$ cat src/rtl/posit_pkg.sv
// ----------------------------------------------------------------------------
// posit_pkg
//   Shared constants, state encoding and a regime helper for the posit<32,3>
//   encoder.
//
//   Contents:
//     N, ES, R_MAX            posit width, exponent width, longest regime field
//     NAR                     the Not-a-Real word (sign bit only)
//     MAXPOS_BODY/MINPOS_BODY saturation bodies (31-bit, sign excluded)
//     enc_state_t             encoder FSM states
//     regime_run_length()     length of the identical-bit run for a regime k
//
//   Configuration macro used by the encoder: POSIT_ENC_RNE_EN
// ----------------------------------------------------------------------------
package posit_pkg;

    localparam int N     = 32;
    localparam int ES    = 3;
    localparam int R_MAX = 31;

    localparam logic [N-1:0] NAR         = 32'h8000_0000;
    localparam logic [N-2:0] MAXPOS_BODY = 31'h7FFF_FFFF;
    localparam logic [N-2:0] MINPOS_BODY = 31'h0000_0001;

    typedef enum logic [2:0] {
        IDLE,
        LOAD,
        REGIME,
        EXP_FRAC,
        ROUND,
        DONE
    } enc_state_t;

    // Number of identical regime bits before the terminator:
    // k >= 0 -> k+1 ones, k < 0 -> -k zeros. Result is 1..32.
    function automatic logic [6:0] regime_run_length(input logic [5:0] k);
        logic [6:0] k_ext;
        k_ext = {k[5], k};
        if (!k[5]) begin
            regime_run_length = k_ext + 7'd1;
        end else begin
            regime_run_length = 7'd0 - k_ext;
        end
    endfunction

endpackage

$ cat src/rtl/posit_enc_rounder.sv
// ----------------------------------------------------------------------------
// posit_enc_rounder
//   Combinational round-to-nearest-even stage for the 31-bit posit body.
//   The body is treated as one integer, so a carry out of the fraction rolls
//   naturally into the exponent and regime fields. An overflow past maxpos
//   saturates back to maxpos, and the result is never allowed to be zero.
//
//   This module only exists when POSIT_ENC_RNE_EN is defined; the default
//   build truncates and has no use for it.
//
//   Ports:
//     body     in   31  truncated body (regime, exponent, fraction)
//     guard    in   1   first dropped tail bit
//     sticky   in   1   OR of all tail bits below guard
//     rounded  out  31  rounded, saturated body
// ----------------------------------------------------------------------------
`ifdef POSIT_ENC_RNE_EN
module posit_enc_rounder
    import posit_pkg::*;
(
    input  logic [N-2:0] body,
    input  logic         guard,
    input  logic         sticky,
    output logic [N-2:0] rounded
);

    logic         round_up;
    logic [N-1:0] sum;

    // Round up when above the halfway point, or exactly halfway with an odd
    // LSB (ties-to-even). The extra sum bit catches the maxpos overflow.
    always_comb begin
        round_up = guard && (sticky || body[0]);
        sum      = {1'b0, body} + {{(N-1){1'b0}}, round_up};
        if (sum[N-1]) begin
            rounded = MAXPOS_BODY;
        end else begin
            rounded = sum[N-2:0];
        end
        if (rounded == '0) begin
            rounded = MINPOS_BODY;
        end
    end

endmodule
`endif

$ cat src/rtl/posit_encoder.sv
// ----------------------------------------------------------------------------
// posit_encoder
//   Sequential posit<32,3> encoder for the write-back side of the posit
//   datapath. Accepts the decoder's field format (sign, regime k, exponent,
//   mantissa with hidden 1) and packs a 32-bit sign-magnitude posit word.
//   The regime is shifted into the body one bit per cycle, then exponent and
//   fraction fill the remaining LSBs in a single step.
//
//   Configuration:
//     POSIT_ENC_RNE_EN  defined   -> extra ROUND state, round-to-nearest-even
//                       undefined -> fraction truncated, one cycle shorter
//
//   Ports:
//     clk        in   1   clock, all logic on posedge
//     rst        in   1   synchronous reset, active-low
//     start      in   1   request, sampled only while idle
//     zero       in   1   encode 0x00000000
//     nar        in   1   encode 0x80000000 (wins over zero)
//     sign       in   1   sign bit, prepended to the body
//     k          in   6   signed regime value
//     exp_value  in   3   exponent field
//     mantissa   in   32  bit 31 hidden 1 (ignored), bits 30:0 fraction
//     posit_num  out  32  encoded word, valid from done onward
//     done       out  1   one-cycle completion pulse
//     busy       out  1   high from accepted start through done
// ----------------------------------------------------------------------------
module posit_encoder
    import posit_pkg::*;
(
    input  logic          clk,
    input  logic          rst,
    input  logic          start,
    input  logic          zero,
    input  logic          nar,
    input  logic          sign,
    input  logic [5:0]    k,
    input  logic [ES-1:0] exp_value,
    input  logic [N-1:0]  mantissa,
    output logic [N-1:0]  posit_num,
    output logic          done,
    output logic          busy
);

    enc_state_t state;

    logic          sign_r;
    logic          zero_r;
    logic          nar_r;
    logic [5:0]    k_r;
    logic [ES-1:0] exp_r;
    logic [N-2:0]  frac_r;

    logic          run_pol;
    logic [4:0]    run_len_r;
    logic [4:0]    r_len_r;
    logic [4:0]    cnt;
    logic [N-2:0]  body;

    logic [6:0]    run_full_c;
    logic [6:0]    r_full_c;
    logic [4:0]    run_len_c;
    logic [4:0]    r_len_c;
    logic          regime_bit;
    logic          sat_max;

    logic [ES+N-2:0] tail;
    logic [N-2:0]    aligned;
    logic [N-2:0]    tail_top;
    logic [N-2:0]    packed_body;

    logic hidden_bit_unused;

    assign hidden_bit_unused = mantissa[N-1];

`ifdef POSIT_ENC_RNE_EN
    logic         guard_c;
    logic         sticky_c;
    logic         guard_r;
    logic         sticky_r;
    logic [N-2:0] rounded_body;

    posit_enc_rounder u_rounder (
        .body    (body),
        .guard   (guard_r),
        .sticky  (sticky_r),
        .rounded (rounded_body)
    );
`endif

    // Regime geometry from the captured k. Both the run length and the full
    // regime field (run + terminator) are capped at 31 so an extreme k just
    // fills the body without a terminator.
    always_comb begin
        run_full_c = regime_run_length(k_r);
        r_full_c   = run_full_c + 7'd1;
        run_len_c  = (run_full_c > 7'(R_MAX)) ? 5'(R_MAX) : run_full_c[4:0];
        r_len_c    = (r_full_c > 7'(R_MAX)) ? 5'(R_MAX) : r_full_c[4:0];
    end

    // Next regime bit: the run polarity for the first run_len bits, then the
    // opposite bit as terminator.
    always_comb begin
        regime_bit = (cnt < run_len_r) ? run_pol : ~run_pol;
    end

    // Pack exponent and fraction under the regime. After the REGIME phase the
    // regime sits in body[R-1:0]; shifting it left by 31-R leaves exactly
    // 31-R free LSBs, which take the top bits of the 34-bit tail. Positive
    // saturation and the minpos floor are applied here so a nonzero value
    // never packs to zero.
    always_comb begin
        tail     = {exp_r, frac_r};
        aligned  = body << (5'(R_MAX) - r_len_r);
        tail_top = '0;
        if (r_len_r != 5'(R_MAX)) begin
            tail_top = 31'(tail >> ({1'b0, r_len_r} + 6'd3));
        end
        packed_body = aligned | tail_top;
        sat_max     = !k_r[5] && (k_r >= 6'd30);
        if (sat_max) begin
            packed_body = MAXPOS_BODY;
        end else if (packed_body == '0) begin
            packed_body = MINPOS_BODY;
        end
    end

`ifdef POSIT_ENC_RNE_EN
    // Guard is the first tail bit that did not fit; sticky collects every
    // bit below it. A full-width regime drops the tail entirely, so nothing
    // is left to round on.
    always_comb begin
        guard_c  = 1'b0;
        sticky_c = 1'b0;
        if (r_len_r != 5'(R_MAX)) begin
            guard_c  = 1'(tail >> ({1'b0, r_len_r} + 6'd2));
            sticky_c = |(tail & ((34'd1 << ({1'b0, r_len_r} + 6'd2)) - 34'd1));
        end
    end
`endif

    // Encoder FSM. Inputs are captured on the accepted start so later input
    // changes cannot disturb the word being built. done is raised on the
    // transition into DONE so it is high for exactly the DONE cycle, and busy
    // drops on the way back to IDLE.
    always_ff @(posedge clk) begin
        if (!rst) begin
            state     <= IDLE;
            posit_num <= '0;
            done      <= 1'b0;
            busy      <= 1'b0;
            sign_r    <= 1'b0;
            zero_r    <= 1'b0;
            nar_r     <= 1'b0;
            k_r       <= '0;
            exp_r     <= '0;
            frac_r    <= '0;
            run_pol   <= 1'b0;
            run_len_r <= '0;
            r_len_r   <= '0;
            cnt       <= '0;
            body      <= '0;
`ifdef POSIT_ENC_RNE_EN
            guard_r   <= 1'b0;
            sticky_r  <= 1'b0;
`endif
        end else begin
            done <= 1'b0;
            case (state)
                IDLE: begin
                    if (start) begin
                        sign_r <= sign;
                        zero_r <= zero;
                        nar_r  <= nar;
                        k_r    <= k;
                        exp_r  <= exp_value;
                        frac_r <= mantissa[N-2:0];
                        cnt    <= '0;
                        body   <= '0;
                        busy   <= 1'b1;
                        state  <= LOAD;
                    end
                end

                LOAD: begin
                    run_len_r <= run_len_c;
                    r_len_r   <= r_len_c;
                    run_pol   <= ~k_r[5];
                    if (nar_r) begin
                        posit_num <= NAR;
                        done      <= 1'b1;
                        state     <= DONE;
                    end else if (zero_r) begin
                        posit_num <= '0;
                        done      <= 1'b1;
                        state     <= DONE;
                    end else begin
                        state <= REGIME;
                    end
                end

                REGIME: begin
                    body <= {body[N-3:0], regime_bit};
                    cnt  <= cnt + 5'd1;
                    if (cnt + 5'd1 == r_len_r) begin
                        state <= EXP_FRAC;
                    end
                end

                EXP_FRAC: begin
`ifdef POSIT_ENC_RNE_EN
                    body     <= packed_body;
                    guard_r  <= guard_c;
                    sticky_r <= sticky_c;
                    state    <= ROUND;
`else
                    posit_num <= {sign_r, packed_body};
                    done      <= 1'b1;
                    state     <= DONE;
`endif
                end

`ifdef POSIT_ENC_RNE_EN
                ROUND: begin
                    posit_num <= {sign_r, rounded_body};
                    done      <= 1'b1;
                    state     <= DONE;
                end
`endif

                DONE: begin
                    busy  <= 1'b0;
                    state <= IDLE;
                end

                default: begin
                    busy  <= 1'b0;
                    state <= IDLE;
                end
            endcase
        end
    end

endmodule

$ cat config.mk
export PLATFORM = sky130hd
export DESIGN_NAME = posit_encoder
export DESIGN_NICKNAME = d
export VERILOG_FILES = /design/src/rtl/posit_pkg.sv /design/src/rtl/posit_enc_rounder.sv /design/src/rtl/posit_encoder.sv
export SDC_FILE = /design/constraint.sdc
export NUM_CORES = 1
export LEC_CHECK = 0
export ABC_AREA = 1
export CAP_MARGIN = 20
export CELL_PAD_IN_SITES_DETAIL_PLACEMENT = 1
export CELL_PAD_IN_SITES_GLOBAL_PLACEMENT = 2
export CORE_MARGIN = 2
export CORE_UTILIZATION = 33
export DETAILED_ROUTE_END_ITERATION = 8
export GPL_ROUTABILITY_DRIVEN = 1
export GPL_TIMING_DRIVEN = 0
export PLACE_DENSITY = 0.87
export SYNTH_ARGS = -nofsm -noshare
export SYNTH_HDL_FRONTEND = slang
export SYNTH_HIERARCHICAL = 1
export SYNTH_SLANG_ARGS = --single-unit
$ cat constraint.sdc
create_clock -name clk -period 6.4 [get_ports clk]
set_clock_uncertainty 0.2 [all_clocks]
set_input_delay 0.96 -clock clk [delete_from_list [all_inputs] [get_ports clk]]
set_output_delay 0.96 -clock clk [all_outputs]
set_load 0.005 [all_outputs]
==> After elaboration in Yosys (flattened, before gate mapping) <==
Index checks and enable logic that the tools add are counted.
{ "totals": {"ff_bits": 127, "output_inout_bits": 34, "word_cells": 75} }
{ "op_classes": {"n_addsub": 6, "n_lt_le_gt_ge": 4, "n_eq_ne": 8, "shift": 2, "muxes": 24, "bitwise": 4, "n_reduce_logical": 12} }
{ "op_table": {"columns": ["cell", "count"], "rows": [
  ["$mux W31", 4],
  ["$mux W32", 2],
  ["$pmux W32 S2", 1],
  ["$pmux W31 S2", 1],
  ["$shr A34 B6 Y31", 1],
  ["$logic_not A31 Y1", 1],
  ["$or A31 B31 Y31", 1],
  ["$shl A31 B5 Y31", 1],
  ["$mux W5", 3],
  ["$gt A7 B5 Y1 const B", 2],
  ["$mux W3", 4],
  ["$pmux W3 S4", 1],
  ["$pmux W5 S2", 1],
  ["$reduce_and A2 Y1", 5],
  ["$add A6 B2 Y7 const B", 1],
  ["$add A7 B1 Y7 const B", 1],
  ["$mux W7", 1],
  ["$sub A1 B6 Y7 const A", 1],
  ["$add A5 B2 Y6 const B", 1],
  ["$eq A3 B2 Y1 const B", 2],
  ["$ge A6 B5 Y1 const B", 1],
  ["$add A5 B1 Y5 const B", 1],
  ["$eq A5 B5 Y1", 1],
  ["$lt A5 B5 Y1", 1],
  ["13 further kinds", 21]
]} }

==> Longest topological paths before layout <==
Gate-level depths: netlist (run 1).
{ "logic_depth": {"depth_word": 8, "mapped_depth": 18, "depth_no_buf": 18} }

==> Worst setup path before layout (run 1) <==
OpenSTA, ideal clock, no wires.
{ "synth_path": {"path_kind": "input to register", "startpoint": "input start", "endpoint": "register body[24]", "setup_ns": 0.070, "arrival_time_ns": 2.036, "t_required_ns": 6.130, "setup_slack_ns": 4.094, "stages": 6, "path_cell_list": "a31oi_1 -> nor2_1 -> nor2_1 -> clkbuf_1 -> nand2_1 -> a21oi_1"} }
{ "synth_via": {"elab_chain_len": 2} }
{ "synth_rtl": {"columns": ["item", "line_no", "rtl"], "rows": [
  ["from (decl)", "posit_encoder.sv:32", "input logic start,"],
  ["$ne A2 B2 Y1 (no line)", null, null],
  ["$reduce_and A2 Y1 (no line)", null, null],
  ["to (signal assigned)", "posit_encoder.sv:202", "body <= {body[N-3:0], regime_bit};"],
  ["to (decl)", "posit_encoder.sv:57", "logic [N-2:0] body;"]
]} }
Every way passes these cells.
A chain may end at the register's enable or synchronous reset.

==> Worst setup path in the final report (run 1) <==
{ "layout_path": {"startpoint": "input start", "endpoint": "register body[8]"} }
The elaborated chain is that of the path after synthesis.

==> results of run 1 <==
-- metal layers --
layer | vias up | global-route usage [%]
li1 | 4766 | -
met1 | 4655 | 38.0
met2 | 289 | 47.2
met3 | 70 | 4.29
met4 | 0 | 12.5
met5 | - | 0
-- worst min-delay path: stages (launching register included) --
cell and delay [ns]:
sky130_fd_sc_hd__dfxtp_1 0.31, sky130_fd_sc_hd__nand2_1 0.06, sky130_fd_sc_hd__a21oi_1 0.05
-- placed cells by master (no fill, tap or decap), types with 16 or more instances in the layout --
master / n
sky130_fd_sc_hd__dfxtp_1: 124
sky130_fd_sc_hd__nand2_1: 430
sky130_fd_sc_hd__clkdlybuf4s50_1: 75
sky130_fd_sc_hd__clkbuf_1: 47
sky130_fd_sc_hd__nand3_1: 328
sky130_fd_sc_hd__buf_1: 16
sky130_fd_sc_hd__clkbuf_16: 17
sky130_fd_sc_hd__a21oi_1: 98
sky130_fd_sc_hd__o21ai_0: 74
sky130_fd_sc_hd__nor2_1: 108
sky130_fd_sc_hd__buf_2: 21
sky130_fd_sc_hd__inv_1: 39
-- final cells by class --
cell class	instances	area (um2)	area share [%]
Clock inverter	12	186	1.87
Buffer	96	458	4.60
Inverter	50	188	1.89
Multi-Input combinational cell	1099	5010	50.4
Tap cell	324	405	4.08
Clock buffer	19	453	4.55
Timing Repair Buffer	76	762	7.66
Sequential cell	124	2480	25.0
-- registers in the layout, indices dropped and copies added (netlist names) --
signal     count
nar_r          1
posit_num     32
zero_r         1
frac_r        28
done           1
sign_r         1
body          31
run_len_r      5
k_r            6
state          3
r_len_r        5
busy           1
run_pol        1
cnt            5
exp_r          3
-- path summary, 6_finish.rpt --
check | start | endpoint | slack (ns) | cells past startpoint
worst min register to register | posit_num[22] | posit_num[22] | 0.27 | 2
worst max register to register | r_len_r[1] | posit_num[0] | 3.61 | 16
worst min-delay path | posit_num[22] | posit_num[22] | 0.27 | 2
worst max-delay path | start | body[8] | 3.02 | 7
-- power breakdown --
part	switching, W	leakage (nW)	internal [W]
sequential	0.000161	1.01	0.000951
clock	0.000403	0.314	0.000675
combinational	0.00264	2.82	0.00101
-- cells by family after synthesis --
logic type | synth area share [%]
AND/OR/NAND/NOR | 46.3
AO/OA/AOI/OAI | 12.7
buffers and inverters | 7.93
flip-flops | 30.5
XOR/XNOR | 1.08
adder cells (fa/ha/maj) | 1.54
-- through the flow --
step | instances | utilization [%] | hold WS (ns) | setup slack (ns)
after global placement | 1768 | 38.3 | 0.253 | 2.66
final | 1800 | 41.0 | 0.265 | 3.02
after CTS | 1800 | 41.0 | 0.267 | 3.00
after floorplan | 1369 | - | 0.241 | 4.09
after global routing | 1800 | 41.0 | 0.284 | 2.82
after detailed placement | 1769 | 38.4 | 0.258 | 2.58
==> reports/qor.txt, run 1 <==
PLACE
----------------------------------------------------------------------------------------
Final weighted congestion of routability-driven global placement                    1.01
Post-Place Cell Area                                                            9310 um2
Placed wire-length estimate                                                      28.9 mm
I/O Buffers                                                                           75

YOSYS
----------------------------------------------------------------------------------------
Synth area leaders                                                          sky130_fd_sc_hd__dfxtp_1, sky130_fd_sc_hd__nand3_1, sky130_fd_sc_hd__nand2_1
Synthesized netlist cell count                                                      1369
Leading cell types by count after synthesis                                 sky130_fd_sc_hd__nand2_1, sky130_fd_sc_hd__nand3_1, sky130_fd_sc_hd__dfxtp_1, sky130_fd_sc_hd__nor2_1, sky130_fd_sc_hd__a21oi_1
Asr flop ratio synth                                                                  0%
Post-synthesis instance area                                                    8140 um2
Net count after synthesis                                                           1426
Area fraction of the dominant cell type after synthesis                            30.5%
Synthesis Warnings                                                                     6
Leading cell type by number of instances after synthesis                    sky130_fd_sc_hd__nand2_1
Synthesis-stage register bit count                                                   124
EDFF count, synth                                                                      0
Mean cell area of the mapped netlist                                            5.95 um2
Distinct cell type count of the synthesized netlist                                   36
Synth area leader                                                           sky130_fd_sc_hd__dfxtp_1
Proportion of synthesized chip area in sequential cells                            30.5%
Leading register cell type out of synthesis                                 sky130_fd_sc_hd__dfxtp_1

ROUTE
----------------------------------------------------------------------------------------
Wire length per cell after detailed routing                                      20.5 um
Routed length on met3                                                            1.76 mm
Total wirelength of the detailed-routed design                                   36.9 mm
Highest routed layer                                                                met4
Final routed DRC violation total                                                       0
Routed length on met2                                                            16.6 mm
Wire length on met1                                                              17.0 mm
TritonRoute pass-1 iters                                                               5
Routed via count divided by cell count                                              5.43
Remaining antenna violation count after routing                                        0
Via count                                                                           9780
First-iteration detailed-routing DRC count                                           812

GLOBAL ROUTE
----------------------------------------------------------------------------------------
Number of global-route vias before repair                                           9804
Global-route wire length before repair                                           57.3 mm
Antenna violations before repair                                                       0
Largest net degree at the start of global routing                                     17
Global route overflow                                                                  0
All-Layer GR Usage                                                                 28.9%

CRITICAL PATH
----------------------------------------------------------------------------------------
Arrival time at the worst endpoint                                               3.53 ns
Critical Path Max Stage Delay                                                    0.73 ns
Endpoint class of the critical path                                            flip-flop
Critical Path Slowest Stage Cell                                            sky130_fd_sc_hd__nor2_1
Kind of critical path                                                       primary input to flip-flop
Element type at the critical path start                                     primary input
Bufs and invs on worst path                                                            2
Data required, critical path                                                     6.55 ns
Library cell appearing most often on the critical path                      sky130_fd_sc_hd__nor2_1
Category of cells accounting for the largest share of critical-path delay   simple AND/OR/NAND/NOR gates
Critical path cell sequence                                                 clkdlybuf4s50_1, a31oi_1, nor2_1, nor2_1, clkbuf_1, nand2_1, a21oi_1
CP Max Fanout                                                                         10

CLOCK NETWORK
----------------------------------------------------------------------------------------
Cell chosen for the clock root                                              sky130_fd_sc_hd__clkbuf_16
Number of sinks on the clock net                                                     124
Number of buffers inserted for hold repair after clock tree synthesis                  0
Clock latency on the worst-skew pair                                             0.44 ns
CTS H-tree depth                                                                       4
Number of clock buffers inserted by TritonCTS                                         17
Largest buffer count on any clock path                                                 2
Clock tree from TritonCTS                                                            yes
Register clock-pin slew on the reported worst setup and hold paths               0.06 ns
Post-CTS resize count                                                                  0
# Post-CTS Setup Buffers                                                               0

TIMING
----------------------------------------------------------------------------------------
Final hold violations                                                                  0
Tmin final                                                                       3.38 ns
Slew headroom                                                                      40.9%
Number of endpoints failing setup at the final stage                                   0
RSZ-0062 raised after global routing                                                  no
Period utilization                                                                 52.8%
Final max-slew violation count                                                         0
Max Freq                                                                         296 MHz
Slew at the pin closest to its max-slew limit                                   0.883 ns
Final TNS setup                                                                     0 ns

RUN STATUS
----------------------------------------------------------------------------------------
Run status                                                                     completed

PWR
----------------------------------------------------------------------------------------
Static leakage                                                                   4.15 nW
Total power                                                                    0.00583 W
Largest voltage drop on the vdd net                                             0.179 mV
Total power per unit cell area                                                586 nW/um2

FLOORPLANNING
----------------------------------------------------------------------------------------
DIE AREA                                                                       25900 um2
Starting density of the core                                                       33.6%
Core Region                                                                    24200 um2
Die X                                                                             161 um
Cell row count                                                                        57
Die height                                                                        161 um
Boundary Pins                                                                         81

LAYOUT
----------------------------------------------------------------------------------------
Finished Cell Area                                                              9950 um2
Proportion of layout cells with a drive suffix above 1                             5.62%
Area grow syn2layout                                                               22.2%
Nets@finish                                                                         1521
Fillers                                                                             3286
Number of inserted diodes                                                              0

MIN PATH
----------------------------------------------------------------------------------------
Tightest Hold Check Type                                                    flip-flop to flip-flop

JOB
----------------------------------------------------------------------------------------
Max-cap violations                                                                     0

No activity file was read; power rests on OpenSTA's default activity.
==> inputs of run 2 (changes only) <==
- CORE_UTILIZATION: 33 -> 28
- PLACE_DENSITY: 0.87 -> 0.79
- clock period: 6.4 -> 3 ns (I/O delays scaled with it)
==> run 2 against run 1 <==
Net effect: clock-buffer cell count decreased by 2; worst hold slack better by 0.0038 ns; via count increased by 0.13%; register-to-register slack got worse by 3.4 ns.
==> reports/qor.txt, run 2 (same netlist as run 1, synthesis figures left out) <==
CRITICAL PATH
----------------------------------------------------------------------------------------
Category of cells accounting for the largest share of critical-path delay   buffers and inverters
Critical path cell sequence                                                 clkdlybuf4s50_1, a31oi_1, nor2_1, inv_1, clkbuf_1, nor2_1, nor2_1
Library cell appearing most often on the critical path                      sky130_fd_sc_hd__nor2_1
Critical Path Max Stage Delay                                                    0.77 ns   +0.04 ns
Endpoint class of the critical path                                            flip-flop
Element type at the critical path start                                     primary input
Worst reg-to-reg path cell count                                                      13   -3
Data required, critical path                                                     3.13 ns   -3.42 ns
Timing startpoint of the critical path                                             start
Bufs and invs on worst path                                                            3   +1
Launching point of the worst reg2reg path                                     r_len_r[3]
Critical Path Slowest Stage Cell                                            sky130_fd_sc_hd__nor2_1
CP Max Fanout                                                                         10   unchanged
Arrival time at the worst endpoint                                               2.96 ns   -0.57 ns
Kind of critical path                                                       primary input to flip-flop
Instance count on the critical path                                                    7   unchanged

TIMING
----------------------------------------------------------------------------------------
Slew at the pin closest to its max-slew limit                                    1.16 ns   +0.278 ns
Number of endpoints failing setup at the final stage                                   0   unchanged
Max Freq                                                                         354 MHz
Slew headroom                                                                      21.8%   -19 points
Final hold violations                                                                  0   unchanged
Period utilization                                                                 94.2%
Tmin final                                                                       2.83 ns
Final max-slew violation count                                                         0   unchanged
RSZ-0062 raised after global routing                                                  no

FLOORPLANNING
----------------------------------------------------------------------------------------
Core Region                                                                    28600 um2   +18%
DIE AREA                                                                       30400 um2   +17%
Die height                                                                        174 um   +8.4%
Cell row count                                                                        62   +8.8%
Starting density of the core                                                       28.4%   -5.1 points
Die X                                                                             174 um   +8.4%
Boundary Pins                                                                         81   unchanged

PWR
----------------------------------------------------------------------------------------
Total power per unit cell area                                               1240 nW/um2   +110%
Static leakage                                                                   4.12 nW   -0.68%
Largest voltage drop on the vdd net                                             0.487 mV   +170%
Total power                                                                     0.0124 W   +110%

PLACE
----------------------------------------------------------------------------------------
Cell count after placement                                                          1829   +3.4%
I/O Buffers                                                                           75   unchanged
Final weighted congestion of routability-driven global placement                    1.00   -1.4%
Post-Place Cell Area                                                            9380 um2   +0.77%
Placed wire-length estimate                                                      30.6 mm   +5.7%

LAYOUT
----------------------------------------------------------------------------------------
Largest register by flop count                                                 posit_num
Finished Core Util                                                                 34.8%   -6.2 points
Number of inserted diodes                                                              0   unchanged
Regs by FF count                                                            posit_num (32), body (31), frac_r (28)
Area grow syn2layout                                                               22.5%
Fillers                                                                             3769   +15%
Multi-input logic area                                                          5010 um2   about the same
Register Area                                                                   2480 um2   unchanged
Commonest cells after routing, fill and taps aside                          sky130_fd_sc_hd__nand2_1, sky130_fd_sc_hd__nand3_1, sky130_fd_sc_hd__dfxtp_1
Max reg flops                                                                         32   unchanged
Nets@finish                                                                         1521   unchanged
Finished Cell Area                                                              9970 um2   +0.28%
Number of cells in the finished layout apart from fillers                           1861   +3.4%
Leading cell type in the layout, fill and taps excluded                     sky130_fd_sc_hd__nand2_1
Proportion of layout cells with a drive suffix above 1                             5.75%   +0.13 points

JOB
----------------------------------------------------------------------------------------
Max-cap violations                                                                     0   unchanged

CLOCK NETWORK
----------------------------------------------------------------------------------------
Number of buffers inserted for hold repair after clock tree synthesis                  0   unchanged
Register clock-pin slew on the reported worst setup and hold paths               0.07 ns   about the same
# Post-CTS Setup Buffers                                                               0   unchanged
Largest buffer count on any clock path                                                 2   unchanged
Post-CTS resize count                                                                  0   unchanged
Cell chosen for the clock root                                              sky130_fd_sc_hd__clkbuf_16
Clock latency on the worst-skew pair                                             0.45 ns   about the same
Clock tree from TritonCTS                                                            yes
CTS H-tree depth                                                                       4   unchanged
Number of sinks on the clock net                                                     124   unchanged
Number of clock buffers inserted by TritonCTS                                         17   unchanged

ROUTE
----------------------------------------------------------------------------------------
Via count                                                                           9793   +0.13%
First-iteration detailed-routing DRC count                                           720   -11%
Highest routed layer                                                                met4
Total wirelength of the detailed-routed design                                   38.5 mm   +4.4%
Wire length on met1                                                              18.1 mm   +6.2%
Final routed DRC violation total                                                       0   unchanged
Remaining antenna violation count after routing                                        0   unchanged
TritonRoute pass-1 iters                                                               5   unchanged
Routed length on met2                                                            17.2 mm   +3.3%
Wire length per cell after detailed routing                                      20.7 um   +0.95%
Routed via count divided by cell count                                              5.26   -3.1%
Routed length on met3                                                            1.88 mm   +6.8%

MIN PATH
----------------------------------------------------------------------------------------
Tightest Hold Check Type                                                    flip-flop to flip-flop
Worst Hold Depth                                                                       2   unchanged
Hold Crit Start                                                             posit_num[7]

RUN STATUS
----------------------------------------------------------------------------------------
Run status                                                                     completed

GLOBAL ROUTE
----------------------------------------------------------------------------------------
Antenna violations before repair                                                       0   unchanged
Global-route wire length before repair                                           58.6 mm   +2.3%
All-Layer GR Usage                                                                 25.4%   -3.4 points
Number of global-route vias before repair                                           9786   -0.18%
Largest net degree at the start of global routing                                     17   unchanged
Global route overflow                                                                  0   unchanged

## run 2: worst paths after layout
| kind | endpoint | slack [ns] |
|---|---|---|
| setup reg to reg | posit_num[0] | 0.20 |
| hold / removal | posit_num[7] | 0.27 |
| setup / recovery | frac_r[21] | 0.17 |
| hold reg to reg | posit_num[7] | 0.27 |
## run 2: per-stage QoR
stage               hold WS [ns]  worst slack, ns  setup TNS [ns]
floorplan                  0.241            0.926               0
global placement           0.257           -0.351          -18.09
detailed placement         0.259           -0.367          -18.50
CTS                        0.270           0.0799               0
global route               0.275           0.0410               0
finish                     0.269            0.175               0
## run 2: worst min-delay path: stages (launching register included)
cell	delay [ns]
sky130_fd_sc_hd__dfxtp_1	0.31
sky130_fd_sc_hd__nand2_1	0.06
sky130_fd_sc_hd__a21oi_1	0.05
## run 2: power by group
group	internal [W]	switching, W	leakage [nW]	total, W
Sequential	0.00203	0.000371	1.01	0.00240
Combinational	0.00214	0.00569	2.82	0.00783
Clock	0.00119	0.000990	0.286	0.00218
## run 2: final cells by class
type | count | area share (%)
multi-input combinational | 1099 | 50.3
sequential | 124 | 24.9
timing repair buffer | 76 | 7.60
tap | 384 | 4.82
buffer | 96 | 4.59
clock buffer | 17 | 4.27
inverter | 50 | 1.88
clock inverter | 15 | 1.68
## run 2: layer usage
metal  up-vias  GRT usage [%]
met1      4687           33.9
met2       275           40.7
met3        66           4.40
met5         -              0
met4         0           10.3
li1       4765              -
